==> config.mk <==
export PLATFORM = sky130hd
export DESIGN_NAME = imem_port_arbiter
export DESIGN_NICKNAME = d
export VERILOG_FILES = /design/src/rtl/imem_pkg.sv /design/src/rtl/imem_addr_check.sv /design/src/rtl/imem_port_arbiter.sv
export SDC_FILE = /design/constraint.sdc
export NUM_CORES = 1
export LEC_CHECK = 0
export CORE_MARGIN = 10
export CORE_UTILIZATION = 20
export DETAILED_ROUTE_END_ITERATION = 10
export MAX_ROUTING_LAYER = met4
export PLACE_DENSITY = 0.77
export SKIP_LAST_GASP = 1
export SYNTH_ARGS = -nofsm -noshare
export SYNTH_HDL_FRONTEND = slang
export SYNTH_SLANG_ARGS = --single-unit
==> constraint.sdc <==
create_clock -name clk -period 2.1 [get_ports clk]
set_input_delay 0.42 -clock clk [delete_from_list [all_inputs] [get_ports clk]]
set_output_delay 0.42 -clock clk [all_outputs]
set_load 0.02 [all_outputs]
==> src/rtl/imem_pkg.sv <==
`default_nettype none
// ============================================================================
// Module      : imem_pkg
// Description : Shared constants and types for the instruction-memory
//               subsystem. The default geometry is also used by the memory
//               array and by the core.
// Revision    : 1.0 - initial release
// ============================================================================
package imem_pkg;

    // ADDI x0, x0, 0: returned in place of a fetch that could not be served
    localparam logic [31:0] NOP_INSN = 32'h0000_0013;

    // Default memory geometry
    localparam int IMEM_DEPTH  = 24581;
    localparam int IMEM_ADDR_W = 15;

    // Which requester the registered response belongs to
    typedef enum logic [1:0] {
        OWN_NONE  = 2'd0,
        OWN_FETCH = 2'd1,
        OWN_DATA  = 2'd2
    } owner_e;

endpackage : imem_pkg
`default_nettype wire

==> src/rtl/imem_addr_check.sv <==
`default_nettype none
// ============================================================================
// Module      : imem_addr_check
// Description : Combinational byte-address to word-index conversion with
//               alignment and range checking.
//   addr  in  32      byte address
//   index out ADDR_W  word index (addr >> 2, truncated)
//   bad   out 1       misaligned, upper bits set, or index >= DEPTH
// Revision    : 1.0 - initial release
// ============================================================================
module imem_addr_check #(
    parameter int ADDR_W = 15,
    parameter int DEPTH  = 24581
) (
    input  logic [31:0]       addr,
    output logic [ADDR_W-1:0] index,
    output logic              bad
);

    logic w_misaligned;
    logic w_upper_set;
    logic w_past_end;

    assign index        = addr[ADDR_W+1:2];
    assign w_misaligned = (addr[1:0] != 2'b00);
    // Any set bit above the index field would alias onto a lower word
    assign w_upper_set  = ((addr >> (ADDR_W + 2)) != 32'd0);
    assign w_past_end   = (32'(index) >= 32'(DEPTH));
    assign bad          = w_misaligned | w_upper_set | w_past_end;

endmodule : imem_addr_check
`default_nettype wire

==> src/rtl/imem_port_arbiter.sv <==
`default_nettype none
// ============================================================================
// Module      : imem_port_arbiter
// Description : Shares the single-port synchronous-read instruction memory
//               between the fetch port and the data port. One grant per
//               cycle, response routed back one cycle later, fetch
//               starvation bounded by a data-grant streak counter. Bad
//               addresses never reach the array and return an error.
//   clk, rst_n                       clock, async active-low reset
//   f_req/f_addr -> f_gnt            fetch request / accept
//   f_rvalid/f_rdata/f_err           fetch response
//   d_req/d_we/d_addr/d_wdata->d_gnt data request / accept
//   d_rvalid/d_rdata/d_err           data response / write ack
//   m_en/m_we/m_addr/m_wdata/m_rdata memory array port
// Revision    : 1.0 - initial release
// ============================================================================
module imem_port_arbiter
    import imem_pkg::*;
#(
    parameter int ADDR_W      = IMEM_ADDR_W,
    parameter int DEPTH       = IMEM_DEPTH,
    parameter int MAX_DSTREAK = 4
) (
    input  logic              clk,
    input  logic              rst_n,
    // fetch port
    input  logic              f_req,
    input  logic [31:0]       f_addr,
    output logic              f_gnt,
    output logic              f_rvalid,
    output logic [31:0]       f_rdata,
    output logic              f_err,
    // data port
    input  logic              d_req,
    input  logic              d_we,
    input  logic [31:0]       d_addr,
    input  logic [31:0]       d_wdata,
    output logic              d_gnt,
    output logic              d_rvalid,
    output logic [31:0]       d_rdata,
    output logic              d_err,
    // memory port
    output logic              m_en,
    output logic              m_we,
    output logic [ADDR_W-1:0] m_addr,
    output logic [31:0]       m_wdata,
    input  logic [31:0]       m_rdata
);

    localparam logic [3:0] c_max_streak = 4'(MAX_DSTREAK);

    logic [ADDR_W-1:0] w_f_index;
    logic [ADDR_W-1:0] w_d_index;
    logic              w_f_bad;
    logic              w_d_bad;
    logic              w_f_turn;
    logic              w_any_gnt;
    logic              w_gnt_bad;
    logic [ADDR_W-1:0] w_gnt_index;

    logic [3:0]        r_streak;
    owner_e            r_owner;
    logic              r_was_write;
    logic              r_was_bad;

    imem_addr_check #(
        .ADDR_W (ADDR_W),
        .DEPTH  (DEPTH)
    ) u_f_check (
        .addr   (f_addr),
        .index  (w_f_index),
        .bad    (w_f_bad)
    );

    imem_addr_check #(
        .ADDR_W (ADDR_W),
        .DEPTH  (DEPTH)
    ) u_d_check (
        .addr   (d_addr),
        .index  (w_d_index),
        .bad    (w_d_bad)
    );

    // ------------------------------------------------------------------
    // Arbitration: data has priority until fetch has watched MAX_DSTREAK
    // data grants go by, then fetch takes one slot.
    // ------------------------------------------------------------------
    assign w_f_turn    = f_req && (r_streak == c_max_streak);
    assign d_gnt       = d_req && !w_f_turn;
    assign f_gnt       = f_req && !d_gnt;
    assign w_any_gnt   = f_gnt || d_gnt;
    assign w_gnt_bad   = f_gnt ? w_f_bad : w_d_bad;
    assign w_gnt_index = f_gnt ? w_f_index : w_d_index;

    // Bad requests are still granted (so the requester gets an error
    // response) but never enable the array, which suppresses writes.
    assign m_en    = w_any_gnt && !w_gnt_bad;
    assign m_we    = m_en && d_gnt && d_we;
    assign m_addr  = m_en ? w_gnt_index : '0;
    assign m_wdata = m_en ? d_wdata : 32'd0;

    // ------------------------------------------------------------------
    // Streak counter and response tracking
    // ------------------------------------------------------------------
    always_ff @(posedge clk or negedge rst_n) begin
        if (!rst_n) begin
            r_streak    <= 4'd0;
            r_owner     <= OWN_NONE;
            r_was_write <= 1'b0;
            r_was_bad   <= 1'b0;
        end else begin
            if (!f_req || f_gnt) begin
                r_streak <= 4'd0;
            end else if (d_gnt && (r_streak < c_max_streak)) begin
                r_streak <= r_streak + 4'd1;
            end

            if (f_gnt) begin
                r_owner <= OWN_FETCH;
            end else if (d_gnt) begin
                r_owner <= OWN_DATA;
            end else begin
                r_owner <= OWN_NONE;
            end
            r_was_write <= d_gnt && d_we;
            r_was_bad   <= w_any_gnt && w_gnt_bad;
        end
    end

    // ------------------------------------------------------------------
    // Response routing; m_rdata is valid this cycle for last cycle's grant
    // ------------------------------------------------------------------
    always_comb begin
        f_rvalid = (r_owner == OWN_FETCH);
        f_err    = f_rvalid && r_was_bad;
        f_rdata  = 32'd0;
        if (f_rvalid) begin
            f_rdata = r_was_bad ? NOP_INSN : m_rdata;
        end

        d_rvalid = (r_owner == OWN_DATA);
        d_err    = d_rvalid && r_was_bad;
        d_rdata  = 32'd0;
        if (d_rvalid && !r_was_bad && !r_was_write) begin
            d_rdata = m_rdata;
        end
    end

endmodule : imem_port_arbiter
`default_nettype wire

# Word level (Yosys, flattened, before mapping)

Index checks and enable logic that the tools add are counted.

Flip-flop bits (word level): 8
Logic and storage cells: 52
Input bits: 133
Output and inout port bits: 119

Mux-type cells: 11
$add $sub $neg: 1
Equality and inequality tests: 3
Reduce and logical (&&, ||, !) cells: 26
Magnitude comparators: 3
Bitwise logic cells: 4

Operators by type and width:

| operator             | count |
|---|---|
| $mux 32              | 4 |
| $reduce_bool 32->1   | 2 |
| $ge 15x15->1 const B | 2 |
| $mux 15              | 2 |
| $logic_and 1x1->1    | 13 |
| $mux 4               | 2 |
| $logic_not 1->1      | 6 |
| $reduce_bool 2->1    | 3 |
| $add 4x1->4 const B  | 1 |
| $eq 4x3->1 const B   | 1 |
| $lt 4x3->1 const B   | 1 |
| $mux 2               | 2 |
| $or 1x1->1           | 4 |
| $eq 2x1->1 const B   | 1 |
| $eq 2x2->1 const B   | 1 |
| $logic_or 1x1->1     | 2 |
| $mux 1               | 1 |

# Longest topological paths before layout

Gate-level depths: netlist of run 1.

Depth in word-level cells: 11
Depth in mapped cells: 8
Gate-level depth less buffers: 7

# Hierarchy

Synthesis of run 1 repeated with hierarchy kept, for this count alone.

Cells, all modules: 334
Area, all modules: 2,254.7 um^2

Modules (own cells, without submodules):

| module            | instances | area each (um^2) | cells each | seq. area each (um^2) |
|---|---|---|---|---|
| imem_port_arbiter | 1         | 1,859.3          | 280        | 200.2 |
| imem_addr_check   | 2         | 197.7            | 27         | 0.0 |

# Worst setup path before layout of run 1

Ideal clock, no wire load.

Path type: reg-to-output
From: reg r_streak[0]
To: out m_wdata[0]
Setup slack: -0.169 ns
Cell stages (with the launch flop): 9
Buffers on the path: 1
Arrival time: 1.849 ns
Data required time: 1.680 ns
Cell sequence: dfrtp_1 > inv_1 > ha_1 > nand4b_4 > o21ai_4 > or3_4 > o21ai_4 > buf_6 > and3_1

Longest elaborated chain between the ends: 10
Elaborated cells between the ends (all ways): 11
Classes of those cells: eq/ne: 1; mux: 2; reduce/logical: 8

Ends and longest elaborated chain:

| element                | line                     | source |
|---|---|---|
| start, declared        | imem_port_arbiter.sv:61  | `logic [3:0] r_streak;` |
| start signal, assigned | imem_port_arbiter.sv:115 | `r_streak <= r_streak + 4'd1;` |
| $eq 4x3->1 *           | imem_port_arbiter.sv:88  | `assign w_f_turn = f_req && (r_streak == c_max_streak);` |
| $logic_and 1x1->1 *    | imem_port_arbiter.sv:88  |  |
| $logic_not 1->1 *      | imem_port_arbiter.sv:89  | `assign d_gnt = d_req && !w_f_turn;` |
| $logic_and 1x1->1 *    | imem_port_arbiter.sv:89  |  |
| $logic_not 1->1        | imem_port_arbiter.sv:90  | `assign f_gnt = f_req && !d_gnt;` |
| $logic_and 1x1->1      | imem_port_arbiter.sv:90  |  |
| $mux 1                 | imem_port_arbiter.sv:92  | `assign w_gnt_bad = f_gnt ? w_f_bad : w_d_bad;` |
| $logic_not 1->1        | imem_port_arbiter.sv:97  | `assign m_en = w_any_gnt && !w_gnt_bad;` |
| $logic_and 1x1->1 *    | imem_port_arbiter.sv:97  |  |
| $mux 32 *              | imem_port_arbiter.sv:100 | `assign m_wdata = m_en ? d_wdata : 32'd0;` |
| end, declared          | imem_port_arbiter.sv:46  | `output logic [31:0] m_wdata,` |

Every way passes the cells marked *; elsewhere a longest branch is shown, timed or not.

# Final worst setup path of run 1

From: in d_addr[3]
To: out m_wdata[10]

Longest elaborated chain between the ends: 6

Ends and longest elaborated chain:

| element           | line                     | source |
|---|---|---|
| start, declared   | imem_port_arbiter.sv:36  | `input logic [31:0] d_addr,` |
| $ge 15x15->1      | imem_addr_check.sv:28    | `assign w_past_end = (32'(index) >= 32'(DEPTH));` |
| $or 1x1->1        | imem_addr_check.sv:29    | `assign bad = w_misaligned \| w_upper_set \| w_past_end;` |
| $mux 1            | imem_port_arbiter.sv:92  |  |
| $logic_not 1->1   | imem_port_arbiter.sv:97  |  |
| $logic_and 1x1->1 | imem_port_arbiter.sv:97  |  |
| $mux 32           | imem_port_arbiter.sv:100 |  |

Every way passes these cells.

==> results by group, run 1 <==
Final layout
  – Final non-filler cell total: 581
  – Filler cell count: about 700
  – Fraction of layout cells with a size suffix above 1: 0.425
  – Area Growth Syn to Fin: 192%
  – Nets: around 620

Critical path
  – CP peak stage delay: 0.44 ns
  – CP Capture Type: output port
  – Reg2reg setup slack: 0.39 ns
  – Cells along the critical path: clkdlybuf4s50_1 > o21ai_0 > a31oi_4 > o21ai_4 > buf_12 > buf_4 > and3_4 > buf_4
  – Reg2reg start: r_streak[1]$_DFFE_PN0P_
  – Max FO, Critical Path: 7
  – Slowest stage cell, crit path: clkdlybuf4s50_1
  – Critical path type: input pin to output port
  – Worst path most repeated cell: buf_4
  – CP Launch Type: input pin
  – FF-to-FF End: r_was_bad$_DFF_PN0_
  – CP required: 1.68 ns
  – WP data arrival: 2.17 ns
  – Reg2Reg Depth: 9

Timing
  – Hold slack: 0.457 ns
  – Final setup viols: 49
  – Final Skew: a little under 0.005 ns
  – F_max: 0.386 GHz
  – Final worst-path cycle share: 1.23
  – Slew HR: 0.713
  – Final Critical Period: approximately 2.6 ns
  – Pins Over Slew Limit: 0
  – Worst-margin pin slew: 0.426 ns
  – Hold Vio Cnt, Final: 0
  – RSZ-0062 raised after global routing: yes
  – Fin worst setup slack: -0.492 ns

Route
  – DR vias: 2629
  – DRC Markers: 0
  – Iter 0 DRT Violations: 15
  – Wire length per cell: 19.6 um
  – Final WL: 11400 um
  – Drt via density: ~4.5
  – ANT nets after route: 0
  – TritonRoute pass-1 iters: 4

Synth
  – FF+latch count, synth: 8
  – YS warnings: 0
  – Synth Flop Type: dfrtp_1
  – Synth top area share: 0.268
  – Async S/R FF share, synth: 1.00
  – Cell Area, Synth: about 1600 sq um
  – Cells after Synth: approximately 210
  – Post-synth EDFFs: 0
  – Post-synth top area cell: and2_1
  – Yosys cell types: 33
  – Syn Nets: 348
  – Dominant cells by area after synthesis: and2_1 (27%), and3_1 (20%), dfrtp_1 (13%)
  – Synth Area per Inst: around 7.4 sq um
  – Seq/Total Area, Yosys: 0.128

Run status
  – Failing checks: setup timing
  – Status: finished with violations

Clock network
  – Worst-case clock buffer depth: 2
  – Clock-pin slew on the worst setup and hold paths: ~0.04 ns
  – Clock Latency Late Sink: about 0.23 ns
  – CTS tree: built
  – Cts bufs inserted: 3
  – Clock root buffer: clkbuf_8
  – Post-CTS Hold Fix Bufs: 0
  – CTS sink cnt: 8
  – H-tree levels: 1

Die
  – Die ar.: 11800 sq um
  – Die Ht: 109 um
  – Die W: 109 um
  – # rows: 32
  – Initial Util: 0.204
  – Core area: 7690 sq um
  – IO Count: 252

Power
  – Design Power: 0.000805 W
  – Clk pwr share: 0.229
  – Worst vdd ir: 109 uV
  – Register share of total power: 0.205
  – Combinational share of power: 0.566
  – Power per cell area: 176 nW/um^2
  – Switching share of power: 0.296
  – Int Pwr: 0.000567 W
  – Pleak: 2.26 nW
  – NetSw: 0.000238 W

GRT
  – Aggregate global-route resource usage: 0.184
  – Number of global-route vias before repair: 2952
  – Largest net degree at the start of global routing: 40
  – Initial antenna violation count: 1
  – GRT Residual Overflow: 0
  – First-pass GRT wire length: 16400 um

Placement
  – Gpl congestion: 0.791
  – Place WS: -1.28 ns
  – # port buffers: 251
  – Post-placement cell count: 570
  – Dpl hpwl: 9810 um

Worst hold path
  – Worst Hold Class: input pin to async pin

Run
  – # Max-Cap Violations: 0
[routing by layer]
metal / vias to the layer above / wire (um) / global-route usage / part of all wire
met5: - / 0 / - / 0
met4: 0 / 129 / 0.0358 / 0.011
met3: 8 / 1330 / 0.0815 / 0.12
met2: 170 / 5930 / 0.348 / 0.52
met1: 1181 / 3980 / 0.166 / 0.35
li1: 1270 / - / - / -
[layout make-up]
type / count / area [sq um] / share of cell area
Timing Repair Buffer: 279 / 2620 / 0.572
Multi-Input combinational cell: 183 / 1570 / 0.343
Sequential cell: 8 / 200 / 0.0437
Tap cell: 102 / 128 / 0.0279
Clock buffer: 3 / 41.3 / 0.00902
Inverter: 5 / 18.8 / 0.00410
Antenna cell: 1 / 2.50 / 0.000546
[per-stage QoR]
stage | utilization | setup TNS (ns) | cell area [sq um]
global route | 0.596 | -27.02 | 4580
global placement | 0.588 | -58.55 | 4520
floorplan | - | -5.25 | 1770
CTS | 0.616 | -23.29 | 4730
finish | 0.596 | -22.85 | 4580
detailed placement | 0.588 | -61.58 | 4520
[timing repair]
item,4_1_cts,5_1_grt
pin swaps,35,14
setup buffers,7,0
resized for setup,455,80
setup endpoints to repair,113,84
gates cloned,3,0
[cell usage in the layout (no fill, tap or decap), types with 2 or more instances in the layout]
cell type	synthesis	final
clkbuf_8	0	3
dlygate4sd2_1	0	53
inv_1	4	4
buf_2	1	4
nor2_1	12	12
nor4_2	0	6
buf_6	5	53
nand2_1	4	4
mux2_1	8	8
and3_1	50	3
and2_1	67	65
or4_4	1	2
dfrtp_1	8	8
a21oi_1	2	2
mux2_2	7	7
o21ai_0	3	2
dlymetal6s2s_1	0	4
and3_4	0	41
clkdlybuf4s15_1	0	9
buf_12	0	7
clkbuf_2	0	38
and2_2	0	2
nor3_4	0	2
clkdlybuf4s15_2	0	2
clkdlybuf4s50_1	0	90
o21ai_4	2	2
buf_4	0	19
and3_2	0	6
[critical path, delay by kind of cell]
| kind | cells | cell delay (ns) |
|---|---|---|
| buf+inv | 4 | 0.85 |
| compound gates | 3 | 0.72 |
| simple gates | 1 | 0.18 |
[cells by family after synthesis]
logic type,share of synthesized area
AND/OR/NAND/NOR,0.619
buffers and inverters,0.0775
multiplexers,0.108
AO/OA/AOI/OAI,0.0463
flip-flops,0.128
adder cells (fa/ha/maj),0.0160
XOR/XNOR,0.00559
[power groups by stage]
stage	sequential (W)	clock, W	combinational (W)
after detailed placement	0.000166	0	0.000485
after floorplan	0.000166	0	0.000121
after CTS	0.000164	0.000190	0.000459
after global placement	0.000166	0	0.000480
final	0.000165	0.000184	0.000456
after global routing	0.000166	0.000195	0.000493
[Yosys cell counts (2+ instances only)]
library cell	n
nor2_1	12
nand2_1	4
nor3_1	2
clkbuf_1	11
and2_1	67
mux2_1	8
nor2b_1	2
and3_1	50
buf_6	5
inv_1	4
mux2_2	7
dfrtp_1	8
o21ai_4	2
ha_1	2
o21ai_0	3
a21oi_1	2
nor4_1	8
[sequential cells by signal, summed over array words and instances, names as in the netlist]
name,flops
r_owner,2
r_was_bad,1
r_was_write,1
r_streak,4
[worst max-delay path by stage]
stage	from	to	slack, ns	depth (start not counted)
2_1_floorplan	d_addr[13]	m_wdata[10]	-0.11	6
3_3_place_gp	d_addr[13]	m_wdata[12]	-1.22	8
3_5_place_dp	d_addr[13]	m_wdata[12]	-1.28	8
4_1_cts	d_addr[14]	m_wdata[28]	-0.54	10
5_1_grt	d_addr[2]	m_wdata[16]	-0.58	8
6_report	d_addr[3]	m_wdata[10]	-0.49	8
Note: power is estimated with default switching activity, not from simulation.
==> run 2, diff against run 1 <==
TNS_END_PERCENT = 20   (was not set)
==> run 2 against run 1 <==
The flow still finishes with violations (setup timing). Non-clock buffer count is 13 higher. Clock-buffer cell count stayed put. Critical path depth is 2 higher. Critical path type unchanged. Largest cell class unchanged. Highest routed layer unchanged.
==> results by group, run 2 (same netlist as run 1, synthesis figures left out) <==
Power
  – Worst vdd ir: 110 uV (was 109 uV)
  – Design Power: 0.000822 W (was 0.000805 W)
  – Pleak: 2.10 nW (was 2.26 nW)
  – Power per cell area: 168 nW/um^2 (was 176 nW/um^2)

Placement
  – Post-placement cell count: 575 (was 570)
  – Gpl congestion: 0.780 (was 0.791)
  – # port buffers: 251 (unchanged)
  – Dpl hpwl: 9720 um (was 9810 um)

Route
  – Iter 0 DRT Violations: 23 (was 15)
  – Wire length per cell: 19.4 um (was 19.6 um)
  – Final WL: 11500 um (was 11400 um)
  – ANT nets after route: 0 (unchanged)
  – TritonRoute pass-1 iters: 4 (unchanged)
  – Drt via density: 4.47 (was 4.52)
  – DRC Markers: 0 (unchanged)
  – DR vias: 2654 (was 2629)

Critical path
  – CP Capture Point: m_addr[14] (was m_wdata[10])
  – Buf/Inv on CP: 5 (was 4)
  – Max FO, Critical Path: 5 (was 7)
  – Crit. Startpoint: d_addr[13] (was d_addr[3])
  – Levels on crit path: 10 (was 8)
  – Family with the most delay on the worst path: simple AND/OR/NAND/NOR gates (was buffers and inverters)
  – CP Launch Type: input pin (unchanged)
  – Reg2reg start: r_streak[1]$_DFFE_PN0P_ (unchanged)
  – Reg2reg setup slack: 0.29 ns (was 0.39 ns)
  – Critical path type: input pin to output port (unchanged)
  – Reg2Reg Depth: 10 (was 9)
  – Worst path most repeated cell: buf_6 (was buf_4)
  – CP required: 1.68 ns (about the same)
  – Slowest stage cell, crit path: or4_4 (was clkdlybuf4s50_1)
  – FF-to-FF End: r_was_bad$_DFF_PN0_ (unchanged)
  – CP peak stage delay: 0.53 ns (was 0.44 ns)
  – WP data arrival: 2.28 ns (was 2.17 ns)
  – Cells along the critical path: buf_6 > or4_4 > nor3_4 > a31oi_4 > o21ai_4 > buf_6 > buf_6 > clkbuf_16 > and3_4 > buf_6 (was clkdlybuf4s50_1 > o21ai_0 > a31oi_4 > o21ai_4 > buf_12 > buf_4 > and3_4 > buf_4)
  – CP Capture Type: output port (unchanged)

Clock network
  – Worst-case clock buffer depth: 2 (unchanged)
  – Cts bufs inserted: 3 (unchanged)
  – H-tree levels: 1 (unchanged)
  – CTS sink cnt: 8 (unchanged)
  – CTS tree: built (unchanged)
  – Clock-pin slew on the worst setup and hold paths: 0.04 ns (about the same)
  – Clock Latency Late Sink: 0.23 ns (about the same)
  – Clock root buffer: clkbuf_8 (unchanged)

GRT
  – Most used routing layer: met2 (unchanged)
  – First-pass GRT wire length: 16100 um (was 16400 um)
  – GR Util met1: 0.158 (was 0.166)
  – Initial antenna violation count: 1 (unchanged)
  – Largest net degree at the start of global routing: 24 (was 40)
  – Met2 Resource Use GR: 0.356 (was 0.348)
  – Number of global-route vias before repair: 3005 (was 2952)
  – Aggregate global-route resource usage: 0.182 (was 0.184)
  – Grt met3 use: 0.0732 (was 0.0815)
  – GRT Residual Overflow: 0 (unchanged)

Timing
  – Hold slack: 0.467 ns (was 0.457 ns)
  – Pins Over Slew Limit: 0 (unchanged)
  – Final Critical Period: 2.70 ns (was 2.59 ns)
  – Final worst-path cycle share: 1.29 (was 1.23)
  – Hold Vio Cnt, Final: 0 (unchanged)
  – Fin worst setup slack: -0.600 ns (was -0.492 ns)
  – Slew HR: 0.762 (was 0.713)
  – RSZ-0062 raised after global routing: yes (unchanged)
  – Worst-margin pin slew: 0.355 ns (was 0.426 ns)
  – Final Skew: 0.00369 ns (was 0.00481 ns)
  – F_max: 0.370 GHz (was 0.386 GHz)
  – Final setup viols: 111 (was 49)

Die
  – Die W: 109 um (unchanged)
  – # rows: 32 (unchanged)
  – IO Count: 252 (unchanged)
  – Die ar.: 11800 sq um (unchanged)
  – Core area: 7690 sq um (unchanged)
  – Initial Util: 0.204 (unchanged)
  – Die Ht: 109 um (unchanged)

Final layout
  – Fraction of layout cells with a size suffix above 1: 0.352 (was 0.425)
  – Nets: 628 (was 615)
  – Final non-filler cell total: 594 (was 581)
  – Top Registers: r_streak (4), r_owner (2) (unchanged)
  – Area Growth Syn to Fin: 213% (was 192%)
  – Commonest non-fill, non-tap cells in the layout: clkdlybuf4s50_1 (159), and2_1 (65), buf_6 (47) (was clkdlybuf4s50_1 (90), and2_1 (65), dlygate4sd2_1 (53), buf_6 (53), and3_4 (41))
  – Register with the most flip-flops: r_streak (unchanged)
  – Filler cell count: 671 (was 699)
  – Max FFs per register: 4 (unchanged)
  – Most common cell after layout, fill and taps aside: clkdlybuf4s50_1 (unchanged)

Run
  – # Max-Cap Violations: 0 (unchanged)

Worst hold path
  – Worst Hold Class: input pin to async pin (unchanged)

Run status
  – Status: finished with violations (unchanged)
  – Failing checks: setup timing (unchanged)
## run 2: timing repair
| item | 4_1_cts | 5_1_grt |
|---|---|---|
| cloned | 4 | 2 |
| gates resized for setup | 341 | 42 |
| setup buffers | 9 | 1 |
| endpoints found under the setup margin | 111 | 114 |
| hold buffers | 0 | 0 |
| endpoints found under the hold margin | 0 | 0 |
| pin swaps | 15 | 14 |
## run 2: how the worst min path moves through the flow
stage | to | slack (ns) | depth (start not counted)
floorplan | r_owner[0]$_DFF_PN0_ | 0.12 | 0
global placement | r_streak[3]$_DFFE_PN0P_ | 0.61 | 2
detailed placement | r_streak[3]$_DFFE_PN0P_ | 0.63 | 2
CTS | r_streak[0]$_DFFE_PN0P_ | 0.47 | 1
global route | r_streak[0]$_DFFE_PN0P_ | 0.49 | 1
finish | r_streak[0]$_DFFE_PN0P_ | 0.47 | 1
## run 2: worst register-to-register path, stage by stage (launching register included)
cell	delay, ns
dfrtp_1	0.33
inv_1	0.05
ha_2	0.19
nand4b_4	0.09
o21ai_4	0.08
or3_4	0.38
o21ai_4	0.17
buf_6	0.13
buf_6	0.12
buf_4	0.12
nor2b_1	0.04
## run 2: routing by layer
metal  vias up  wire length (um)
met5         -                 0
met4         0               172
met3        14              1340
met2       164              6100
met1      1182              3930
li1       1294                 -
## run 2: area by class of cell
| cell class | instances | area, sq um | share of cell area |
|---|---|---|---|
| well taps | 102 | 128 | 0.0261 |
| repair buffers | 292 | 2960 | 0.605 |
| inverters | 5 | 18.8 | 0.00383 |
| multi-input cells | 183 | 1540 | 0.315 |
| diodes | 1 | 2.50 | 0.000511 |
| flip-flops and latches | 8 | 200 | 0.0409 |
| clock buffers | 3 | 41.3 | 0.00843 |
## run 2: stage by stage
step / setup slack [ns] / area, sq um / util / setup TNS [ns]
6_report: -0.600 / 4900 / 0.637 / -38.34
2_1_floorplan: -0.110 / 1770 / - / -5.32
3_3_place_gp: -1.25 / 4540 / 0.591 / -60.19
4_1_cts: -0.593 / 4730 / 0.615 / -39.82
3_5_place_dp: -1.30 / 4540 / 0.591 / -62.38
5_1_grt: -0.680 / 4900 / 0.637 / -50.46
## run 2: report_power, final
group	switching [W]	internal, W
combinational	0.000170	0.000305
sequential	0.00000316	0.000161
clock	0.0000588	0.000124
total	0.000232	0.000590
